[src/rtl/rv_pkg.sv]
// Shared types for the sequential comparator: ALU compare op codes, FSM states,
// and the op-to-boolean result mapping.
package rv_pkg;

  typedef enum logic [2:0] {
    ALU_EQ  = 3'd0,
    ALU_NE  = 3'd1,
    ALU_LT  = 3'd2,
    ALU_GE  = 3'd3,
    ALU_MIN = 3'd4,
    ALU_MAX = 3'd5
  } cmp_op_e;

  typedef enum logic [1:0] {
    IDLE = 2'd0,
    RUN  = 2'd1,
    DONE = 2'd2
  } cmp_state_e;

  // MIN/MAX report 1 when operand a is the selected one; unknown codes give 0.
  function automatic logic op_res(input cmp_op_e op, input logic lt, input logic eq);
    logic r;
    r = 1'b0;
    case (op)
      ALU_EQ:  r = eq;
      ALU_NE:  r = ~eq;
      ALU_LT:  r = lt;
      ALU_GE:  r = ~lt;
      ALU_MIN: r = lt;
      ALU_MAX: r = ~lt;
      default: r = 1'b0;
    endcase
    return r;
  endfunction

endpackage

[src/rtl/rv_cmp_chunk.sv]
// Combinational compare of one CHUNK-wide slice. With top_sign set the slice MSB
// is treated as the two's-complement sign bit of the whole operand.
module rv_cmp_chunk #(
  parameter int CHUNK = 8
) (
  input  logic [CHUNK-1:0] a,
  input  logic [CHUNK-1:0] b,
  input  logic             top_sign,
  output logic             diff,
  output logic             lt
);

  always_comb begin
    diff = (a != b);
    // Opposite signs decide on their own; same signs fall back to unsigned order.
    if (top_sign && (a[CHUNK-1] != b[CHUNK-1])) begin
      lt = a[CHUNK-1];
    end else begin
      lt = (a < b);
    end
  end

endmodule

[src/rtl/rv_compare_seq.sv]
// Multi-cycle MSB-first comparator / min-max unit. Walks the operands CHUNK bits
// per cycle, optionally stopping at the first differing chunk.
module rv_compare_seq
  import rv_pkg::*;
#(
  parameter int WIDTH      = 32,
  parameter int CHUNK      = 8,
  parameter int EARLY_EXIT = 1
) (
  input  logic             clk,
  input  logic             rst_n,
  input  logic             flush,
  input  logic             in_valid,
  output logic             in_ready,
  input  cmp_op_e          in_op,
  input  logic             in_sign,
  input  logic [WIDTH-1:0] in_a,
  input  logic [WIDTH-1:0] in_b,
  output logic             out_valid,
  input  logic             out_ready,
  output logic             out_res,
  output logic [WIDTH-1:0] out_data,
  output cmp_state_e       state_dbg
);

  localparam int NCHUNK = WIDTH / CHUNK;
  localparam int IW     = (NCHUNK > 1) ? $clog2(NCHUNK) : 1;
  localparam logic [IW-1:0] TOP_IDX = IW'(NCHUNK - 1);

  // Handshakes: a transfer happens on a rising edge where valid & ready are both
  // high; out_valid and its payload hold steady until out_ready is seen.

  cmp_state_e       state, state_d;
  logic [WIDTH-1:0] a_q, b_q;
  cmp_op_e          op_q;
  logic             sign_q;
  logic [IW-1:0]    idx;
  logic             seen_q, lt_q;

  logic [CHUNK-1:0] ca, cb;
  logic             cdiff, clt, last, accept;
  logic             fin_lt, fin_eq, fin_res, sel_a;
  logic [WIDTH-1:0] fin_data;

  always_comb begin
    ca = '0;
    cb = '0;
    for (int i = 0; i < NCHUNK; i++) begin
      if (idx == IW'(i)) begin
        ca = a_q[i*CHUNK +: CHUNK];
        cb = b_q[i*CHUNK +: CHUNK];
      end
    end
  end

  rv_cmp_chunk #(.CHUNK(CHUNK)) u_chunk (
    .a        (ca),
    .b        (cb),
    .top_sign (sign_q && (idx == TOP_IDX)),
    .diff     (cdiff),
    .lt       (clt)
  );

  assign in_ready  = (state == IDLE);
  assign out_valid = (state == DONE);
  assign state_dbg = state;
  assign accept    = in_valid && in_ready && !flush;
  assign last      = ((EARLY_EXIT != 0) && cdiff) || (idx == '0);

  // The first differing chunk (MSB side) decides ordering; later ones are ignored.
  always_comb begin
    fin_lt  = seen_q ? lt_q : (cdiff && clt);
    fin_eq  = !(seen_q || cdiff);
    fin_res = op_res(op_q, fin_lt, fin_eq);
    sel_a   = (op_q == ALU_MIN) ? fin_lt : !fin_lt;
    if ((op_q == ALU_MIN) || (op_q == ALU_MAX)) begin
      fin_data = sel_a ? a_q : b_q;
    end else begin
      fin_data = WIDTH'(fin_res);
    end
  end

  always_comb begin
    state_d = state;
    case (state)
      IDLE:    if (accept) state_d = RUN;
      RUN:     if (last) state_d = DONE;
      DONE:    if (out_ready) state_d = IDLE;
      default: state_d = IDLE;
    endcase
    if (flush) state_d = IDLE;
  end

  always_ff @(posedge clk or negedge rst_n) begin
    if (!rst_n) begin
      state <= IDLE;
    end else begin
      state <= state_d;
    end
  end

  always_ff @(posedge clk or negedge rst_n) begin
    if (!rst_n) begin
      a_q      <= '0;
      b_q      <= '0;
      op_q     <= ALU_EQ;
      sign_q   <= 1'b0;
      idx      <= TOP_IDX;
      seen_q   <= 1'b0;
      lt_q     <= 1'b0;
      out_res  <= 1'b0;
      out_data <= '0;
    end else if (flush) begin
      idx    <= TOP_IDX;
      seen_q <= 1'b0;
    end else begin
      case (state)
        IDLE: begin
          if (accept) begin
            a_q    <= in_a;
            b_q    <= in_b;
            op_q   <= in_op;
            sign_q <= in_sign;
            idx    <= TOP_IDX;
            seen_q <= 1'b0;
            lt_q   <= 1'b0;
          end
        end
        RUN: begin
          if (cdiff && !seen_q) begin
            seen_q <= 1'b1;
            lt_q   <= clt;
          end
          if (last) begin
            out_res  <= fin_res;
            out_data <= fin_data;
          end else begin
            idx <= idx - 1'b1;
          end
        end
        default: ;
      endcase
    end
  end

endmodule
[config.mk]
export PLATFORM = sky130hd
export DESIGN_NAME = rv_compare_seq
export DESIGN_NICKNAME = d
export VERILOG_FILES = /design/src/rtl/rv_pkg.sv /design/src/rtl/rv_cmp_chunk.sv /design/src/rtl/rv_compare_seq.sv
export SDC_FILE = /design/constraint.sdc
export NUM_CORES = 1
export LEC_CHECK = 0
export ABC_CLOCK_PERIOD_IN_PS = 5100
export CAP_MARGIN = 20
export CORE_AREA = 2 2 109 111
export DETAILED_ROUTE_END_ITERATION = 8
export DIE_AREA = 0 0 111 113
export PLACE_DENSITY_LB_ADDON = 0.12
export SYNTH_ARGS = -nofsm -noshare
export SYNTH_HDL_FRONTEND = slang
export SYNTH_HIERARCHICAL = 1
export SYNTH_SLANG_ARGS = --single-unit
[constraint.sdc]
create_clock -name clk -period 5.1 [get_ports clk]
set_input_delay 1.53 -clock clk [delete_from_list [all_inputs] [get_ports clk]]
set_output_delay 1.53 -clock clk [all_outputs]
set_load 0.03 [all_outputs]
After elaboration in Yosys (flattened, before gate mapping). Index checks and enable logic that the tools add are counted.

$add $sub $neg: 1. Bitwise logic cells: 2. Magnitude comparators: 1. Muxes and demuxes: 29. Equality and inequality tests: 19. Reduce and logical (&&, ||, !) cells: 26.

Operator list (count): 32-bit two-way mux (2); 8-bit two-way mux (8); 3-bit AND reduction (5); 2-bit two-way mux (7); 3-bit != test, second input constant (3); 8-bit < comparator (1); 8-bit != test (1); 1-bit two-way mux (7); 2-bit equality test, second input constant (3); 3-bit by 2-bit equality test with 1-bit output, second input constant (2); 3-bit equality test, second input constant (2); 1-bit logical AND (6); 3-bit by 2-bit != test with 1-bit output, second input constant (2); 2-bit case mux with 3 select lines (1); 2-bit by 1-bit equality test with 1-bit output, second input constant (2); 1-bit zero test (4); 2-bit zero test (2); 1-bit case mux with 2 select lines (2); 1-bit case mux with 4 select lines (1); 2-bit case mux with 2 select lines (1); 4-bit AND reduction (1); 2-bit OR reduction (2); 3-bit by 1-bit equality test with 1-bit output, second input constant (1); 3-bit zero test (1); 8 further kinds (11).

Word-level logic and storage cells: 88. Register bits after elaboration: 107.

Longest topological paths before layout.
Depth in word-level cells: 14. Gate-level depth with buffers: 19. Depth with buffers taken out: 15.

Modules after synthesis. The synthesis kept the hierarchy.

Modules (own cells, without submodules): rv_compare_seq (cells each 474, sequential area each 2680.1 sq um, times used 1, area an instance 5365.1 sq um); rv_cmp_chunk (cells each 30, sequential area each 0.0 sq um, times used 1, area an instance 216.5 sq um).

Worst setup path after synthesis. No wires, ideal clock.

Path type: register to register. Start: register idx[1]. End: register out_data[31]. Library setup time: 0.087 ns. Arrival time: 3.770 ns. Buffers on the path: 4. Setup slack: 1.243 ns. Period minus slack after synthesis: 3.857 ns. Cell stages (with the launch flop): 20. Data required time: 5.013 ns. Path through: dfstp_2 -> inv_1 -> ha_1 -> clkbuf_1 -> nor2b_1 -> clkbuf_1 -> a221oi_1 -> o31ai_1 -> inv_1 -> ha_1 -> nor2b_1 -> o211ai_1 -> a21oi_1 -> a21oi_1 -> nand3b_1 -> a211o_1 -> and2_1 -> clkbuf_1 -> buf_2 -> o211ai_1.

RTL lines: start, declared (RTL line rv_compare_seq.sv:37) `logic [IW-1:0] idx;`; start signal, assigned (RTL line rv_compare_seq.sv:138) `idx <= idx - 1'b1;`; 2-bit zero test (RTL line rv_compare_seq.sv:49) `if (idx == IW'(i)) begin`; 8-bit two-way mux (3 in a row) (RTL line rv_compare_seq.sv:49); 8-bit two-way mux * (RTL line rv_compare_seq.sv:49); named net cb[1] (RTL line rv_compare_seq.sv:40) `logic [CHUNK-1:0] ca, cb;`; 8-bit < comparator * (RTL line rv_cmp_chunk.sv:19) `lt = (a < b);`; 1-bit two-way mux * (RTL line rv_cmp_chunk.sv:16) `if (top_sign && (a[CHUNK-1] != b[CHUNK-1])) begin`; named net clt (RTL line rv_compare_seq.sv:41) `logic cdiff, clt, last, accept;`; 1-bit logical AND * (RTL line rv_compare_seq.sv:72) `fin_lt = seen_q ? lt_q : (cdiff && clt);`; 1-bit two-way mux * (RTL line rv_compare_seq.sv:72); 1-bit zero test (RTL line rv_compare_seq.sv:75) `sel_a = (op_q == ALU_MIN) ? fin_lt : !fin_lt;`; 1-bit two-way mux * (RTL line rv_compare_seq.sv:75); 32-bit two-way mux * (RTL line rv_compare_seq.sv:77) `fin_data = sel_a ? a_q : b_q;`; 32-bit two-way mux * (RTL line rv_compare_seq.sv:76) `if ((op_q == ALU_MIN) || (op_q == ALU_MAX)) begin`; end signal, assigned (RTL line rv_compare_seq.sv:136) `out_data <= fin_data;`; end, declared (RTL line rv_compare_seq.sv:22) `output logic [WIDTH-1:0] out_data,`.

The timed path passes the listed nets; every way through them passes the cells marked *. A chain may end at the register's enable or synchronous reset.

Worst setup path after layout.
Start: register idx[0]. End: register out_data[31].

RTL lines (RTL line): 2-bit zero test (rv_compare_seq.sv:49); 8-bit two-way mux (3 in a row) (rv_compare_seq.sv:49); 8-bit two-way mux * (rv_compare_seq.sv:49); named net ca[1] (rv_compare_seq.sv:40); 8-bit < comparator * (rv_cmp_chunk.sv:19); 1-bit two-way mux * (rv_cmp_chunk.sv:16); named net clt (rv_compare_seq.sv:41); 1-bit logical AND * (rv_compare_seq.sv:72); 1-bit two-way mux * (rv_compare_seq.sv:72); 1-bit zero test (rv_compare_seq.sv:75); 1-bit two-way mux * (rv_compare_seq.sv:75); 32-bit two-way mux * (rv_compare_seq.sv:77); 32-bit two-way mux * (rv_compare_seq.sv:76).

Marked as above.

==> results.md <==
* Area after DPL at 0.00669 mm2
* Design Area, Final at 0.00699 mm2
* Slew Viols, Final at 0
* Final antenna-violating net count at 0
* Outcome: finished, final reports clean
* Ys Warns at 6
* Mean Syn Cell Area at 11.1 um2
* Register bit count reported by yosys at 107
* Area delta synth->final at 25.2%
* Routing usage on met2 at 0.382
* Final min period at 4.44 ns
* Arrival time worst endpoint at 4.63 ns
* Wire per inst at 18.9 um
* Final Hold Fails at 0
* Fmax at 0.225 GHz
* Hold Path Class: reg -> reg
* Post-synthesis compound-gate area fraction at 0.147
* Most frequent cells in the layout: clkdlybuf4s50_1 (108), dfrtp_1 (105), nand2_1 (84), mux2_2 (69), nand4_1 (33)
* H-tree Lvls at 3
* Crit start category: register
* Global-route wire length before repair at 22.7 mm
* Dominant cells by area after synthesis: dfrtp_1 (47%), mux2_2 (14%), o211ai_2 (6.5%), nand2_1 (5.6%), nand4_1 (3.7%)
* Combinational Power Share at 0.354
* Iteration-0 DRC Markers at 185
* Peak supply drop at 0.246 mV
* Switching share of power at 0.373
* Ys async rst share at 1.00
* Initial antenna violation count at 0
* CP Capture Type: register
* Resize count post-CTS at 0
* Core area at 0.0113 mm2
* Slew headroom at 0.364
* Skew final at 0.0108 ns
* Clk root buf: clkbuf_16
* # port buffers at 109
* Mux share of post-synthesis cell area at 0.139
* M3 GR Usage at 0.0562
* TritonCTS clock tree: built
* Main combinational cell family by area after synthesis: simple AND/OR/NAND/NOR gates
* Most common cell after layout, fill and taps aside: clkdlybuf4s50_1
* Worst Path Required at 5.29 ns
* # Post-CTS Setup Buffers at 0
* Share of layout cells above drive strength 1 at 0.223
* Internal power at 1.92 mW
* Top Usage Layer GRT: met2
* Clk Latency, worst-skew pair at 0.35 ns
* Simple-Gate Fraction of Synth Area at 0.154
* PD cells at 439 mW/mm2
* Leakage Power at 2.90 nW
* Chip Height at 113 um
* Initial Util at 0.495
* DRT Pass-1 Iters at 4
* Gate Count Post-Synth at 504
* Final Cycle Share at 0.870
* Number of vias per cell at 5.79
* Crit Path Class: reg -> reg
* Vias in the first global route at 4265
* Largest net degree at the start of global routing at 71
* Synth area leader: dfrtp_1
* Worst-margin pin slew at 0.955 ns
* Clock power share at 0.230
* RSZ-0062 raised after global routing: no
* Number of top-level pins at 110
* Grt total ovfl at 0
* Met1 Resource Use GR at 0.302
* Die X at 111 um
* Hpwl dp at 9.93 mm
* Clk sink count at 107
* CTS Buf Count at 9
* WL final at 14.0 mm
* XOR/XNOR Fraction of Synth Area at 0.00157
* Max-cap violations at 0
* Final setup vio count at 0
* Remaining DRCs at 0
* Sw Pwr at 1.15 mW
* Top-area cell type share of the netlist area at 0.471
* Cts hold-fix bufs at 0
* Sequential area share after synthesis at 0.480
* Vias at 4279
* Most used DFF post-synth: dfrtp_1
* Diodes inserted at 0
* Worst-path fanout max at 31
* Die ar. at 0.0125 mm2
* Library cells used by synthesis at 48
* End-of-flow core utilization at 0.620
* Adder-cell share of the synthesized area at 0.0269
* CTS max path bufs at 2
* Flop pwr share at 0.416
* Tot Pwr at 3.07 mW
* CTS clock-pin slew for the worst setup and hold paths at 0.07 ns
* Post-Syn Area at 0.00558 mm2
* Setup TNS Final at 0 ns
* Synth Net Count at 589
* Post-synth EDFFs at 0
* Row count at 39
* RePlAce Congestion at 0.892
* Nets@finish at 676
* FILL cells at 938
* GRT Util Overall at 0.228
[power by group through the flow]
stage	Sequential [mW]	Combinational, mW	Clock, mW
after floorplan	1.38	0.544	0
after global placement	1.29	1.07	0
after detailed placement	1.29	1.09	0
after CTS	1.28	1.10	0.715
after global routing	1.30	1.17	0.746
final	1.27	1.09	0.705
[registers in the layout, summed over array words and instances, names as in the netlist, 2 cells and up]
register / cells
a_q: 32
op_q: 3
idx: 2
b_q: 32
state_dbg: 2
out_data: 32
[cell usage after synthesis, types with 3 or more instances]
library cell    n
nor2b_1        18
dfrtp_1       105
o31ai_1        16
clkbuf_1       21
nand2b_1        4
nor2_1          7
mux2_2         69
inv_1          12
o211ai_2       29
a21oi_1         8
nand3b_1        3
nand2_1        84
a221oi_1       15
a211o_1         3
o211ai_1        4
ha_1           12
buf_6           8
nor3_1          3
buf_2          11
o21ai_0         7
nand4_1        33
[metrics by stage]
stage,worst slack [ns],std cells,hold WS [ns]
after floorplan,1.24,504,0.473
after global placement,0.930,723,0.484
after detailed placement,0.677,723,0.482
after CTS,0.654,739,0.504
after global routing,0.351,739,0.540
final,0.662,739,0.504
[per-layer routing]
layer | part of all wire | wire length (um) | up-vias
met5 | 0 | 0 | -
met4 | 0.012 | 173 | 0
met3 | 0.060 | 832 | 13
met2 | 0.49 | 6830 | 131
met1 | 0.44 | 6120 | 2132
li1 | - | - | 2003
[worst paths after layout]
| check | from | endpoint | slack, ns | cells after the start |
|---|---|---|---|---|
| min in group asynchronous | rst_n | op_q[1] | 1.28 | 1 |
| hold / removal | out_data[18] | out_data[18] | 0.50 | 2 |
| setup reg to reg | idx[0] | out_data[31] | 0.66 | 14 |
| setup / recovery | idx[0] | out_data[31] | 0.66 | 14 |
| hold reg to reg | out_data[18] | out_data[18] | 0.50 | 2 |
| max in group asynchronous | rst_n | a_q[1] | 2.81 | 2 |
[cell families after synthesis]
| group | count (synthesis) |
|---|---|
| flip-flops | 107 |
| multiplexers | 69 |
| AND/OR/NAND/NOR | 170 |
| AO/OA/AOI/OAI | 91 |
| XOR/XNOR | 1 |
| buffers and inverters | 54 |
| adder cells (fa/ha/maj) | 12 |
[worst max-delay path, stage by stage, from the launching register on]
cell and delay [ns]:
dfstp_2 0.58, ha_1 0.52, nor2b_1 0.10, buf_4 0.21, a221oi_1 0.35, o31ai_1 0.11, ha_1 0.33, nor2b_1 0.13
o211ai_1 0.16, a21oi_1 0.08, a21oi_1 0.34, nand3b_1 0.18, o211ai_1 0.16, and2_2 0.83, o211ai_1 0.20
[cell type report]
class | instances | area (um2) | area share
sequential | 107 | 2680 | 0.384
tap | 143 | 179 | 0.0256
timing repair buffer | 118 | 1160 | 0.165
clock inverter | 7 | 75.1 | 0.0107
inverter | 12 | 45.0 | 0.00645
clock buffer | 9 | 225 | 0.0322
multi-input combinational | 343 | 2630 | 0.376
Power figures use the tool's default switching activity.
